--- config.mk ---
export PLATFORM = sky130hd
export DESIGN_NAME = cordic_seq_flat
export DESIGN_NICKNAME = d
export VERILOG_FILES = /design/src/rtl/cordic_seq_if.sv /design/src/rtl/cordic_seq.sv /design/src/flat_wrapper.sv
export SDC_FILE = /design/constraint.sdc
export NUM_CORES = 1
export LEC_CHECK = 0
export ABC_AREA = 1
export CAP_MARGIN = 10
export CORE_MARGIN = 2
export CORE_UTILIZATION = 52
export CTS_BUF_LIST = sky130_fd_sc_hd__clkbuf_4
export DETAILED_ROUTE_END_ITERATION = 7
export GPL_TIMING_DRIVEN = 0
export HOLD_SLACK_MARGIN = 0.08
export PLACE_DENSITY_LB_ADDON = 0.25
export SLEW_MARGIN = 10
export SYNTH_ARGS = -nofsm -noshare
export SYNTH_HDL_FRONTEND = slang
export SYNTH_SLANG_ARGS = --single-unit
--- constraint.sdc ---
create_clock -name clk -period 3.5 [get_ports clk]
set_clock_uncertainty 0.2 [all_clocks]
set_input_delay 0.525 -clock clk [delete_from_list [all_inputs] [get_ports clk]]
set_output_delay 0.525 -clock clk [all_outputs]
set_load 0.01 [all_outputs]
--- src/rtl/cordic_seq_if.sv ---
// Job-side interface of the CORDIC sequencer.
// The master (job source) drives start and the x/y/z operands and watches
// ready/done and the held results; the slave is cordic_seq.
//   start, x_in, y_in, z_in   master -> slave
//   ready, done               slave -> master
//   x_out, y_out, z_out       slave -> master, held until the next accepted job
//   mode                      master -> slave, only when CORDIC_VECTORING_EN is defined
interface cordic_seq_if #(
    parameter int WIDTH = 18
) ();
    logic                    start;
    logic                    ready;
    logic                    done;
    logic signed [WIDTH-1:0] x_in;
    logic signed [WIDTH-1:0] y_in;
    logic signed [WIDTH-1:0] z_in;
    logic signed [WIDTH-1:0] x_out;
    logic signed [WIDTH-1:0] y_out;
    logic signed [WIDTH-1:0] z_out;
`ifdef CORDIC_VECTORING_EN
    logic                    mode;

    modport master (output start, x_in, y_in, z_in, mode,
                    input  ready, done, x_out, y_out, z_out);
    modport slave  (input  start, x_in, y_in, z_in, mode,
                    output ready, done, x_out, y_out, z_out);
`else
    modport master (output start, x_in, y_in, z_in,
                    input  ready, done, x_out, y_out, z_out);
    modport slave  (input  start, x_in, y_in, z_in,
                    output ready, done, x_out, y_out, z_out);
`endif
endinterface

--- src/rtl/cordic_seq.sv ---
// Iterative CORDIC sequencer driving a combinational arctan LUT.
// One (x,y,z) job is accepted in IDLE; count walks the LUT index 0..ITER-1,
// one shift-add micro-rotation per clock, then done pulses for one cycle
// with the results held on x_out/y_out/z_out.
// Ports:
//   clk    rising-edge clock
//   rst    asynchronous, active-high reset
//   job    cordic_seq_if.slave: start/ready/done handshake, operands, results
//   count  registered LUT index
//   angle  atan(2^-count) from the LUT, Q2.16
// Optional feature: define CORDIC_VECTORING_EN to add job.mode
// (0 = rotation, 1 = vectoring), sampled at acceptance.
//
// state | meaning
// IDLE  | ready=1, waiting for start
// ROT   | one micro-rotation per cycle, count = iteration index
// DONE  | done=1 for one cycle, results valid
module cordic_seq #(
    parameter int WIDTH = 18,
    parameter int ITER  = 16
) (
    input  logic                    clk,
    input  logic                    rst,
    cordic_seq_if.slave             job,
    output logic [3:0]              count,
    input  logic signed [WIDTH-1:0] angle
);
    typedef enum logic [1:0] {IDLE, ROT, DONE} state_t;

    localparam logic [3:0] LAST = 4'(ITER - 1);

    state_t                  state;
    state_t                  state_next;
    logic signed [WIDTH-1:0] x;
    logic signed [WIDTH-1:0] y;
    logic signed [WIDTH-1:0] z;
    logic signed [WIDTH-1:0] x_sh;
    logic signed [WIDTH-1:0] y_sh;
    logic signed [WIDTH-1:0] x_next;
    logic signed [WIDTH-1:0] y_next;
    logic signed [WIDTH-1:0] z_next;
    logic                    rot_pos;
    logic                    last;

    assign last = (count == LAST);
    assign x_sh = x >>> count;
    assign y_sh = y >>> count;

`ifdef CORDIC_VECTORING_EN
    logic mode_q;
    // Vectoring steers y toward zero; rotation steers z toward zero.
    assign rot_pos = mode_q ? y[WIDTH-1] : ~z[WIDTH-1];
`else
    assign rot_pos = ~z[WIDTH-1];
`endif

    always_comb begin
        if (rot_pos) begin
            x_next = x - y_sh;
            y_next = y + x_sh;
            z_next = z - angle;
        end else begin
            x_next = x + y_sh;
            y_next = y - x_sh;
            z_next = z + angle;
        end
    end

    always_comb begin
        state_next = state;
        job.ready  = 1'b0;
        job.done   = 1'b0;
        case (state)
            IDLE: begin
                job.ready = 1'b1;
                if (job.start) state_next = ROT;
            end
            ROT:     if (last) state_next = DONE;
            DONE: begin
                job.done   = 1'b1;
                state_next = IDLE;
            end
            default: state_next = IDLE;
        endcase
    end

    always_ff @(posedge clk or posedge rst) begin
        if (rst) begin
            state     <= IDLE;
            count     <= '0;
            x         <= '0;
            y         <= '0;
            z         <= '0;
            job.x_out <= '0;
            job.y_out <= '0;
            job.z_out <= '0;
`ifdef CORDIC_VECTORING_EN
            mode_q    <= 1'b0;
`endif
        end else begin
            state <= state_next;
            case (state)
                IDLE: begin
                    if (job.start) begin
                        x     <= job.x_in;
                        y     <= job.y_in;
                        z     <= job.z_in;
                        count <= '0;
`ifdef CORDIC_VECTORING_EN
                        mode_q <= job.mode;
`endif
                    end
                end
                ROT: begin
                    x <= x_next;
                    y <= y_next;
                    z <= z_next;
                    if (last) begin
                        count     <= '0;
                        // Results are captured on entry to DONE so they are
                        // already valid in the cycle done is high.
                        job.x_out <= x_next;
                        job.y_out <= y_next;
                        job.z_out <= z_next;
                    end else begin
                        count <= count + 4'd1;
                    end
                end
                default: ;
            endcase
        end
    end
endmodule
--- src/flat_wrapper.sv ---
// flat-port wrapper written by rule: the top's interface ports become plain ports
module cordic_seq_flat 
#(
    parameter int WIDTH = 18,
    parameter int ITER  = 16
)
  (clk, rst, count, angle, job_start, job_x_in, job_y_in, job_z_in, job_ready, job_done, job_x_out, job_y_out, job_z_out);
  cordic_seq_if #(.WIDTH(WIDTH)) job_i ();
  input  logic clk;
  input  logic rst;
  output logic [3:0] count;
  input  logic signed [WIDTH-1:0] angle;
  input wire logic [$bits(job_i.start)-1:0] job_start;
  input wire logic [$bits(job_i.x_in)-1:0] job_x_in;
  input wire logic [$bits(job_i.y_in)-1:0] job_y_in;
  input wire logic [$bits(job_i.z_in)-1:0] job_z_in;
  output wire logic [$bits(job_i.ready)-1:0] job_ready;
  output wire logic [$bits(job_i.done)-1:0] job_done;
  output wire logic [$bits(job_i.x_out)-1:0] job_x_out;
  output wire logic [$bits(job_i.y_out)-1:0] job_y_out;
  output wire logic [$bits(job_i.z_out)-1:0] job_z_out;
  assign job_i.start = job_start;
  assign job_i.x_in = job_x_in;
  assign job_i.y_in = job_y_in;
  assign job_i.z_in = job_z_in;
  assign job_ready = job_i.ready;
  assign job_done = job_i.done;
  assign job_x_out = job_i.x_out;
  assign job_y_out = job_i.y_out;
  assign job_z_out = job_i.z_out;
  cordic_seq #(.WIDTH(WIDTH), .ITER(ITER)) u_core (.clk(clk), .rst(rst), .job(job_i), .count(count), .angle(angle));
endmodule
==> impl_metrics.ini <==
[critical_path]
crit_path_end_kind = register
crit_family = simple AND/OR/NAND/NOR gates
worst-path-max-fanout = 7
arrival_ns = 4.44
crit_path_frequent_cell = nand2_1
start_kind = register
crit_chain = inv_8, bufbuf_16, nand2_2, nand3_2, nand2_1, nand2_1, nand2_2, nand2_2, nor2_4, nor2_4, a21oi_2, xor2_1, ha_1, nand2_1, nor2_1, nand2_1, o211ai_1, buf_4, a21boi_4, o21ai_4, a21oi_2, xor2_2, buf_4, o21ai_1
slowest_stage = dfrtp_2
critPathMaxStageDelay_ns = 0.59
crit_type = reg2reg
path_buf_inv = 4
required_ns = 3.77

[finish]
syn_to_final_growth_pct = 44.56
finalInstanceArea_mm2 = 0.01456
drive_gt1_frac = 0.2727
mostFrequentLayoutCells = nand2_1 (361), clkdlybuf4s50_1 (134), nor2_1 (124)
final_nets = 1862
layout_commonest_cell = nand2_1

[hold_path]
hp-class = in2async

[synthesis]
ys_ff_latch = 114
synth_compound_area_frac = 0.1470
ys.warnings.count = 0
synth_cells = 1483
yosys.area_share.simple = 0.3515
synth_top_cell_by_area = dfrtp_1
synthMuxAreaShare = 0.001118
synth_cell_types = 54
netlist_area_mm2 = 0.01007
avgSynthCellArea_um2 = 6.791
synth_fa_ha_area_frac = 0.07429
synth_top_family_by_area = simple AND/OR/NAND/NOR gates
synth.top_cell.area_share = 0.2833
post_synth_xor_area_fraction = 0.06945
synth.net_count = 1616
synth.area.top_cells = dfrtp_1 (28%), nand2_1 (16%), nand3_1 (8.0%), ha_1 (6.8%), o21ai_0 (5.6%)
ys_seq_area_frac = 0.2833

[floorplanning]
chipHeight_um = 143.2
rows = 50
dieArea_mm2 = 0.02050
io-pin-count = 135
core_mm2 = 0.01883
die_w_um = 143.2
initial_core_util = 0.5348

[global_route]
grt_pass1_vias = 11340
overflow = 0
grt_start_max_net_pins = 35
grt.total_usage = 0.4039
grt_pass1_wl_um = 62350
antenna_found_initial = 1

[clock_tree]
clk_pin_slew_ns = 0.14
clock_path_buffers = 2
cts_tree = yes
cts_hold_buf = 0
clock-sinks = 114
clock_latency_ns = 0.58
numCtsBuffers = 17
htree_num_levels = 4
cts_root_buf = clkbuf_4

[routing]
wirelength_um = 42730
postRouteAntennaNets = 0
wl_met1_um = 15770
drt-wirelength-per-cell_um = 21.32
drt_iter0_drc = 1319
dr.pass1.iters = 8
drc = 8
num_vias = 12070
top_layer = met4
wl_met2_um = 18590
viasPerCell = 6.025
wl_met3_um = 4942

[run_status]
status = finished, violations left
violations = design-rule violations, negative setup slack

[sta]
timing.final.ws_setup_ns = -0.6711
setup_viol = 47
tightest_slew_ns = 0.9418
rsz0062_at_grt = true
finalHoldViolations = 0
slew_violations = 0
slew_headroom = 0.3721
finalCritPeriodShare = 1.192
fmaxAchievable_mhz = 239.7
fin_crit_ns = 4.171

[placed_design]
portBuffers = 134
dpl.hpwl_um = 29610
routabilityCongestion = 1.042
detailed_place.area_mm2 = 0.01198

[flow_run]
drv_cap = 0
what timing repair did:
item,in CTS,in global routing
pin swaps,101,52
setup endpoints to repair,97,73
setup buffers,57,28
resized for setup,214,143
gates cloned,5,1
cell usage after synthesis (all sizes together):
cell type,number
a211oi,1
a21boi,2
a21o,4
a21oi,94
a221oi,1
a31oi,8
buf,32
clkbuf,34
clkinv,1
dfrtp,114
fa,3
ha,55
inv,100
mux2,1
nand2,444
nand3,185
nand3b,2
nand4,4
nor2,147
nor3,7
nor4,1
o2111ai,2
o211ai,5
o21ai,130
o21bai,3
o221ai,5
o22a,1
o22ai,1
o311ai,2
o31ai,4
o32ai,3
or2,8
xnor2,18
xor2,61
per-stage QoR:
step / setup slack, ns / TNS [ns] / hold slack [ns] / utilization / std cells
4_1_cts: -0.4489 / -9.135 / 0.1916 / 0.7288 / 1973
3_5_place_dp: -1.519 / -80.37 / 0.2625 / 0.6363 / 1880
5_1_grt: -0.7965 / -25.35 / 0.2321 / 0.7732 / 2004
2_1_floorplan: -0.1314 / -0.4802 / 0.2556 / - / 1483
6_report: -0.6711 / -17.13 / 0.1771 / 0.7732 / 2004
3_3_place_gp: -1.437 / -75.55 / 0.2558 / 0.6327 / 1877
sequential cells by signal (all words and copies together), names as in the netlist:
signal / cells
u_core.state: 2
u_core.count: 4
u_core.x: 18
u_core.z: 18
u_core.job.x_out: 18
u_core.y: 18
u_core.job.z_out: 18
u_core.job.y_out: 18
cell families (layout without fill, tap and decap cells):
logic type	Yosys count	in the layout
DFF	114	114
other	0	2
and+or+nand+nor	798	798
AOI/OAI and AO/OA	266	266
muxes	1	1
adders and majority gates	58	58
xor gates and xnor gates	79	79
buffers and inverters	167	426
layer usage:
layer  up-vias  GRT usage
met2       835     0.6376
li1       5423          -
met3       256    0.09557
met5         -          0
met4         0     0.2183
met1      5560     0.5116
layout make-up:
type | instances | area [um^2]
multi-input cells | 1202 | 7866
fillers | 1406 | 4272
flip-flops and latches | 114 | 2856
repair buffers | 228 | 2293
plain buffers | 65 | 474.2
inverters | 101 | 415.4
well taps | 260 | 325.3
clock inverters | 15 | 195.2
clock buffers | 17 | 127.6
diodes | 2 | 5.005
worst register-to-register path, cell delays in order, from the launching register on:
cell and delay [ns]:
dfrtp_2 0.59, inv_8 0.09, bufbuf_16 0.29, nand2_2 0.08, nand3_2 0.08, nand2_1 0.09
nand2_1 0.07, nand2_2 0.13, nand2_2 0.08, nor2_4 0.17, nor2_4 0.05, a21oi_2 0.12
xor2_1 0.21, ha_1 0.31, nand2_1 0.12, nor2_1 0.05, nand2_1 0.06, o211ai_1 0.08
buf_4 0.17, a21boi_4 0.19, o21ai_4 0.10, a21oi_2 0.20, xor2_2 0.32, buf_4 0.18
o21ai_1 0.05
path summary, 6_finish.rpt:
kind                                           from                   end  slack, ns  cells past startpoint
worst max-delay path                u_core.count[1]  u_core.job.x_out[16]      -0.67                     24
worst min-delay path                            rst   u_core.job.z_out[1]       0.18                      2
worst max register to register      u_core.count[1]  u_core.job.x_out[16]      -0.67                     24
worst min register to register  u_core.job.y_out[2]   u_core.job.y_out[2]       0.29                      2
max in group asynchronous                       rst          u_core.z[17]       2.08                      4
min in group clk                u_core.job.y_out[2]   u_core.job.y_out[2]       0.29                      2
Power is left out: the tool's default activity adds up to more than one toggle a clock period on the data nets, which glitch-free logic cannot reach.
